File: src/rtl/bd_rx_buffer.sv
// BD pin receiver: synchronised four-phase capture into a show-ahead FIFO.
// Optional 16-bit saturating capture counter with BD_RX_COUNT_EN.
module bd_rx_buffer #(
  parameter int NUM_BITS    = 34,
  parameter int DEPTH       = 8,
  parameter int SYNC_STAGES = 2
) (
  input  logic                    clk,
  input  logic                    _Reset,
  input  logic [NUM_BITS-1:0]     bd_data,
  input  logic                    bd_valid_n,
  output logic                    bd_ready,
  output logic [NUM_BITS-1:0]     out_data,
  output logic                    out_valid,
  input  logic                    out_ready,
  output logic [$clog2(DEPTH):0]  level
`ifdef BD_RX_COUNT_EN
  ,
  output logic [15:0]             word_count
`endif
);

  localparam int AW = $clog2(DEPTH);
  localparam int LW = AW + 1;
  localparam logic [LW-1:0] FULL_LVL = LW'(DEPTH);

  typedef enum logic [1:0] {
    IDLE,
    CAPTURE,
    RELEASE
  } state_t;

  state_t state;
  state_t state_nx;

  logic [SYNC_STAGES-1:0] vsync;
  logic                   vs_n;
  logic [NUM_BITS-1:0]    mem [DEPTH];
  logic [AW-1:0]          wptr;
  logic [AW-1:0]          rptr;
  logic                   push;
  logic                   pop;
  logic                   full;
  logic [LW-1:0]          level_nx;

  always_ff @(posedge clk or negedge _Reset) begin
    if (!_Reset) begin
      vsync <= '1;
    end else begin
      vsync <= {vsync[SYNC_STAGES-2:0], bd_valid_n};
    end
  end

  assign vs_n      = vsync[SYNC_STAGES-1];
  assign full      = (level == FULL_LVL);
  assign out_valid = (level != '0);
  assign pop       = out_valid & out_ready;
  assign out_data  = out_valid ? mem[rptr] : '0;

  always_comb begin
    state_nx = state;
    push     = 1'b0;
    unique case (state)
      IDLE: begin
        if (!vs_n && !full) begin
          state_nx = CAPTURE;
        end
      end
      CAPTURE: begin
        push     = 1'b1;
        state_nx = RELEASE;
      end
      RELEASE: begin
        if (vs_n) begin
          state_nx = IDLE;
        end
      end
      default: state_nx = IDLE;
    endcase
  end

  always_comb begin
    level_nx = level;
    unique case ({push, pop})
      2'b10:   level_nx = level + 1'b1;
      2'b01:   level_nx = level - 1'b1;
      default: level_nx = level;
    endcase
  end

  // ready looks one edge ahead so it is valid the cycle IDLE is entered
  always_ff @(posedge clk or negedge _Reset) begin
    if (!_Reset) begin
      state    <= IDLE;
      level    <= '0;
      wptr     <= '0;
      rptr     <= '0;
      bd_ready <= 1'b1;
    end else begin
      state    <= state_nx;
      level    <= level_nx;
      bd_ready <= (state_nx == IDLE) && (level_nx != FULL_LVL);
      if (push) begin
        wptr <= wptr + 1'b1;
      end
      if (pop) begin
        rptr <= rptr + 1'b1;
      end
    end
  end

  always_ff @(posedge clk) begin
    if (push) begin
      mem[wptr] <= bd_data;
    end
  end

`ifdef BD_RX_COUNT_EN
  always_ff @(posedge clk or negedge _Reset) begin
    if (!_Reset) begin
      word_count <= '0;
    end else if (push && (word_count != 16'hFFFF)) begin
      word_count <= word_count + 1'b1;
    end
  end
`endif

endmodule

File: config.mk
export PLATFORM = sky130hd
export DESIGN_NAME = bd_rx_buffer
export DESIGN_NICKNAME = d
export VERILOG_FILES = /design/src/rtl/bd_rx_buffer.sv
export SDC_FILE = /design/constraint.sdc
export NUM_CORES = 1
export LEC_CHECK = 0
export ABC_AREA = 1
export ABC_CLOCK_PERIOD_IN_PS = 3600
export CORE_MARGIN = 5
export CORE_UTILIZATION = 37
export CTS_BUF_LIST = sky130_fd_sc_hd__clkbuf_4 sky130_fd_sc_hd__clkbuf_8
export CTS_CLUSTER_DIAMETER = 100
export DETAILED_ROUTE_END_ITERATION = 12
export SLEW_MARGIN = 20
export SYNTH_ARGS = -nofsm -noshare
export SYNTH_HDL_FRONTEND = slang
export SYNTH_SLANG_ARGS = --single-unit
File: constraint.sdc
create_clock -name clk -period 3.6 [get_ports clk]
set_input_delay 0.9 -clock clk [delete_from_list [all_inputs] [get_ports clk]]
set_output_delay 0.9 -clock clk [all_outputs]
set_load 0.03 [all_outputs]
==> metrics, run 1 <==
Hold Crit Class=flip-flop to flip-flop; # DRC=0; setup repair after global routing missed its margin=no; global-route wire length before repair=39020 µm; Die Ht=185.6 µm; WHS=0.3529 ns; worst path arrival time=2.51 ns; Yosys warnings=0; pin count of the biggest net entering global routing=71; Buffers & Inverters on Critical Path=3; Clock Latency Late Sink=0.55 ns; Top delay family on crit path=buffers and inverters; count of final setup violators=0; # fillers=2776; Final period util=94.64%; Post-synth top cells=edfxtp_1, nor2_1, o21ai_0, o21ai_1; post-route minimum period=3.407 ns; Area contributors post-synth=edfxtp_1, nor2_1, o21ai_0, o21ai_1, dfrtp_1; Final Skew=0.006746 ns; WL/cell=17.29 µm; Final Cell Area=13600 µm²; Root Driver=clkbuf_8; worst-margin pin slew=0.7072 ns; H-tree depth=2; Sum Neg Setup Slack=0 ns; Post-Syn Area=11410 µm²; Placed Area=12670 µm²; row cnt=64; sequential area share after synthesis=74.88%; crit path kind=flip-flop to output pin; area leader, netlist=edfxtp_1; Synth top area share=71.56%; final hold viol count=0; status=complete, no violations; Num CTS Buffers=47; IO Count=78; initial antenna violation count=1; Syn Inst Count=907; total track usage=14.49%; Die Wd=185.6 µm; gpl congestion=0.7451; most frequent cell after synthesis=edfxtp_1; CTS tree=done; Antenna Nets Post-Route=0; IR drop worst, VDD=405.9 µV; gr ovfl total=0; Slew HR=52.70%; Sink Count=287; Final Power=11.69 mW; die area=34460 µm²; Post-DP HPWL=14080 µm; Port Buffer Count=77; FF+latch count, synth=287; number of synthesized flops with an enable pin=272; f_max=293.5 MHz; Worst Path Required=2.70 ns; Leakage=4.612 nW; Iteration-0 DRC Markers=404; # diodes=0; pwr dens=859.5 nW/µm²; Setup crit start kind=flip-flop; layout cells sized above 1=15.09%; CTS clk-pin slew, worst paths=0.06 ns; slowest stage delay, CP=0.62 ns; Synth Area per Inst=12.59 µm²; Net Count, Synth=950; synth unique cells=24; first-pass iteration count of the detailed router=5; CP endpoint kind=output pin; Max Cap Violations=0; vias in the first global route=7134; Util after Layout=44.59%; cell-by-cell trace of the critical path=or2_1 -> nor3_2 -> clkinvlp_4 -> buf_12 -> clkdlybuf4s50_1; core box area=30510 µm²; Post-synth ARST share=5.226%; Crit-path slowest cell=clkdlybuf4s50_1; via count=7133; Worst Path Max Fanout=14; final net count=1051; Initial Util=37.41%; cts hold-fix bufs=0; Area Overhead vs Synth=19.17%; DRT Wirelength=24950 µm; number of vias per cell=4.943; top_reg_cell synth=edfxtp_1; clock buffer depth=3; Max Slew Vio Count=0
## worst reg2reg max path: cells and delay by family, from the launching register on
family                   cells  cell delay [ns]
AND/OR/NAND/NOR             11             1.53
adder cells (fa/ha/maj)      2             0.53
flip-flops                   1             0.42
buffers and inverters        2             0.09
## per-layer routing
metal  track usage, %  vias up  routed length [µm]  part of all wire (%)
met4            4.634        2                 485                   1.9
li1                 -     3462                   -                     -
met2            24.12      171               12100                    48
met3            3.322       50                1295                   5.2
met1            18.99     3448               11050                    44
met5                0        -                  20                 0.080
## placed cells by master (no fill, tap or decap), drive strengths merged
cell type	n
dfstp	3
buf	62
a31oi	34
nand2	34
o21ai	207
a21oi	1
and2	1
or2	4
clkinvlp	4
xnor2	1
xor2	4
nand3	5
edfxtp	272
nor3	1
inv	16
clkinv	22
clkbuf	63
dfrtp	12
ha	5
nor2	253
clkdlybuf4s50	43
## report_power, final
part | switching (mW) | leakage [nW] | internal (mW) | total [mW]
Combinational | 3.20 | 1.52 | 1.67 | 4.87
Clock | 1.23 | 0.468 | 1.39 | 2.63
Sequential | 0.167 | 2.63 | 4.03 | 4.20
Total | 4.60 | 4.61 | 7.09 | 11.7
## worst paths after layout
kind	from	endpoint	slack, ns	cells past startpoint
min in group asynchronous	_Reset	rptr[2]	0.77	1
hold / removal	vsync[0]	vsync[1]	0.35	0
hold reg to reg	vsync[0]	vsync[1]	0.35	0
setup / recovery	level[1]	out_valid	0.19	5
max in group asynchronous	_Reset	rptr[0]	2.30	1
setup reg to reg	level[1]	bd_ready	0.96	15
## repair_timing
item,CTS,global route
buffers inserted,0,2
endpoints found under the setup margin,0,14
resized for setup,0,3
## kinds of logic (layout without fill, tap and decap cells)
| family | count (synthesis) | in the layout | share of synthesized area [%] |
|---|---|---|---|
| simple gates | 298 | 298 | 10.02 |
| flops | 287 | 287 | 74.88 |
| compound gates | 242 | 242 | 10.98 |
| buf+inv | 70 | 210 | 3.190 |
| fa+ha+maj | 5 | 5 | 0.5481 |
| xor+xnor | 5 | 5 | 0.3836 |
## flip-flops by register name, indices dropped and copies added, names as in the netlist
register	flops
bd_ready	1
level	4
mem	272
rptr	3
state	2
vsync	2
wptr	3
## cell type report
| cell class | instances | area (µm²) | area share [%] |
|---|---|---|---|
| Clock buffer | 63 | 767.0 | 5.638 |
| Clock inverter | 25 | 116.4 | 0.8554 |
| Inverter | 17 | 70.07 | 0.5151 |
| Multi-Input combinational cell | 550 | 2564 | 18.85 |
| Sequential cell | 287 | 8554 | 62.89 |
| Tap cell | 396 | 495.5 | 3.642 |
| Timing Repair Buffer | 105 | 1036 | 7.616 |
## stage by stage
stage                     instances  setup slack [ns]
final                          1443            0.1929
after detailed placement       1353            0.5293
after global routing           1443           0.06365
after CTS                      1441           0.02409
after floorplan                 907            0.8597
after global placement         1353            0.5773
Power figures use the tool's default switching activity.
==> run 2: changes to the inputs <==
--- a/config.mk
+++ b/config.mk
@@ -8,10 +8,11 @@
 export ABC_AREA = 1
 export ABC_CLOCK_PERIOD_IN_PS = 3600
 export CORE_MARGIN = 5
-export CORE_UTILIZATION = 37
+export CORE_UTILIZATION = 50
 export CTS_BUF_LIST = sky130_fd_sc_hd__clkbuf_4 sky130_fd_sc_hd__clkbuf_8
 export CTS_CLUSTER_DIAMETER = 100
 export DETAILED_ROUTE_END_ITERATION = 12
+export PLACE_DENSITY = 0.69
 export SLEW_MARGIN = 20
 export SYNTH_ARGS = -nofsm -noshare
 export SYNTH_HDL_FRONTEND = slang
==> run 2 against run 1 <==
Against the previous run: clock skew increased by 0.013 ns; first-iteration DRC count rose by 31%; non-clock buffer count down 3; combinational power is 3% lower; largest power group unchanged; worst setup slack improved by 0.015 ns; register-to-register slack better by 0.18 ns.
==> metrics, run 2 (synthesized netlist as in run 1, its figures left out) <==
Iteration-0 DRC Markers=530 (+31%); Top Registers=mem x272, level x4; Max Cap Violations=0 (unchanged); post-route minimum period=3.392 ns (-0.01544 ns); core box area=22570 µm² (-26%); Psw=4.489 mW (-2.5%); commonest non-fill, non-tap cells in the layout=edfxtp_1, nor2_1, o21ai_0; Port Buffer Count=77 (unchanged); critical path's most frequent cell=buf_4; Worst Path Required=2.70 ns (about the same); initial antenna violation count=0 (-1); Placed Area=12490 µm² (-1.5%); worst path arrival time=2.49 ns (-0.02 ns); Clock Latency Late Sink=0.55 ns (about the same); layout cells sized above 1=13.86% (-1.2 points); final net count=1046 (-0.48%); number of vias per cell=5.454 (+10%); DRT Wirelength=24580 µm (-1.5%); H-tree depth=2 (unchanged); status=complete, no violations; global-route wire length before repair=38380 µm (-1.6%); Final Skew=0.01969 ns (+0.01294 ns); cell-by-cell trace of the critical path=inv_2 -> buf_4 -> nor2_1 -> o21ai_0 -> a31oi_1 -> buf_4; gpl congestion=0.7527 (+1.0%); WHS=0.3583 ns (+0.005433 ns); slowest stage delay, CP=0.62 ns (about the same); die area=25950 µm² (-25%); Slew HR=55.03% (+2.3 points); Critical R2R Launch=level[1]; WL/cell=18.66 µm (+7.9%); via count=7183 (+0.70%); total track usage=18.70% (+4.2 points); Sw Share=39.16% (-0.19 points); Final Cell Area=13350 µm² (-1.9%); f_max=294.8 MHz (+0.46%); # diodes=0 (unchanged); worst r2r path cells=15 (unchanged); Initial Util=50.57% (+13 points); Post-DP HPWL=13270 µm (-5.7%); Critical Path Start=rptr[1]; final hold viol count=0 (unchanged); CP endpoint kind=output pin; Final period util=94.21% (-0.43 points); Worst Path Max Fanout=26 (+12); pwr dens=858.6 nW/µm² (-0.11%); Root Driver=clkbuf_8; worst-margin pin slew=0.6736 ns (-0.03366 ns); Gate power share=41.1% (-0.6 points); Final Power=11.46 mW (-2.0%); crit path kind=flip-flop to output pin; Hold Path Origin=vsync[0]; first-pass iteration count of the detailed router=5 (unchanged); row cnt=55 (-14%); Die Ht=161.1 µm (-13%); Leakage=4.550 nW (-1.3%); Die Wd=161.1 µm (-13%); Sink Count=287 (unchanged); Hold Crit Depth=0 (unchanged); Clk pwr share=21.9% (-0.6 points); Seq pwr share=37.0% (+1.1 points); Crit-path slowest cell=dfrtp_4; Antenna Nets Post-Route=0 (unchanged); largest reg by FF count=mem; setup repair after global routing missed its margin=no; CTS clk-pin slew, worst paths=0.06 ns (about the same); Hold Crit Class=flip-flop to flip-flop; cts hold-fix bufs=0 (unchanged); clock buffer depth=3 (unchanged); IO Count=78 (unchanged); Sum Neg Setup Slack=0 ns (unchanged); CTS tree=done; vias in the first global route=7151 (+0.24%); pin count of the biggest net entering global routing=63 (-11%); # DRC=0 (unchanged); gr ovfl total=0 (unchanged); Area Overhead vs Synth=16.95%; Num CTS Buffers=45 (-4.3%); max FFs per register=272 (unchanged); internal cell power=6.973 mW (-1.7%); most common cell after layout, fill and taps aside=edfxtp_1; Max Slew Vio Count=0 (unchanged); Setup crit start kind=flip-flop; IR drop worst, VDD=487.6 µV (+20%); count of final setup violators=0 (unchanged)
run 2: cell types whose count changed in the layout (fill, tap and decap cells not counted), moves of 2 or more:
cell | previous run | this run
clkinvlp_4 | 4 | 1
clkinv_2 | 9 | 2
buf_12 | 10 | 7
clkbuf_4 | 16 | 14
run 2: final timing paths:
kind	to	slack [ns]
max reg2reg	bd_ready	1.14
max	out_data[11]	0.21
min reg2reg	vsync[1]	0.36
min	vsync[1]	0.36
max in group asynchronous	rptr[0]	2.33
min in group asynchronous	rptr[2]	0.76
run 2: cell type report:
type / count / area [µm²]
clock inverter: 15 / 62.56
timing repair buffer: 102 / 988.4
sequential: 287 / 8554
tap: 285 / 356.6
inverter: 17 / 71.32
clock buffer: 61 / 752.0
fill: 1754 / 9223
multi-input combinational: 550 / 2564
run 2: critical path, delay by kind of cell (launching register included):
kind / cells / cell delay, ns
buf+inv: 3 / 1.06
simple gates: 1 / 0.06
flops: 1 / 0.62
compound gates: 2 / 0.19
run 2: per-stage QoR:
| step | instances | util [%] | worst slack, ns |
|---|---|---|---|
| detailed placement | 1239 | 55.32 | 0.5705 |
| CTS | 1315 | 58.95 | 0.01487 |
| global placement | 1239 | 55.32 | 0.6019 |
| floorplan | 907 | - | 0.8597 |
| finish | 1317 | 59.14 | 0.2083 |
| global route | 1317 | 59.14 | 0.05399 |
run 2: power by group through the flow:
stage	Clock [mW]	Combinational [mW]	Sequential [mW]
2_1_floorplan	0	3.17	4.26
3_3_place_gp	0	4.57	4.34
3_5_place_dp	0	4.63	4.35
4_1_cts	2.56	4.65	4.29
5_1_grt	2.71	5.17	4.27
6_report	2.51	4.71	4.24
run 2: what timing repair did:
action / 4_1_cts / 5_1_grt
setup buffers: 0 / 2
resized for setup: 1 / 2
endpoints found under the setup margin: 1 / 25
pin swaps: 0 / 0
run 2: routing by layer:
metal	global-route usage, %	vias to the layer above	part of all wire (%)
met2	33.54	182	52
met5	0	-	0
met3	2.883	29	5.4
met1	23.80	3533	42
met4	5.196	0	1.3
li1	-	3439	-
==> run 3: changes to the inputs <==
--- a/config.mk
+++ b/config.mk
@@ -12,7 +12,9 @@
 export CTS_BUF_LIST = sky130_fd_sc_hd__clkbuf_4 sky130_fd_sc_hd__clkbuf_8
 export CTS_CLUSTER_DIAMETER = 100
 export DETAILED_ROUTE_END_ITERATION = 12
+export HOLD_SLACK_MARGIN = 0.06
 export PLACE_DENSITY = 0.69
+export SKIP_LAST_GASP = 1
 export SLEW_MARGIN = 20
 export SYNTH_ARGS = -nofsm -noshare
 export SYNTH_HDL_FRONTEND = slang
==> results of run 3 <==
Same layout as run 2: the final DEF is identical, and so are final timing and power.
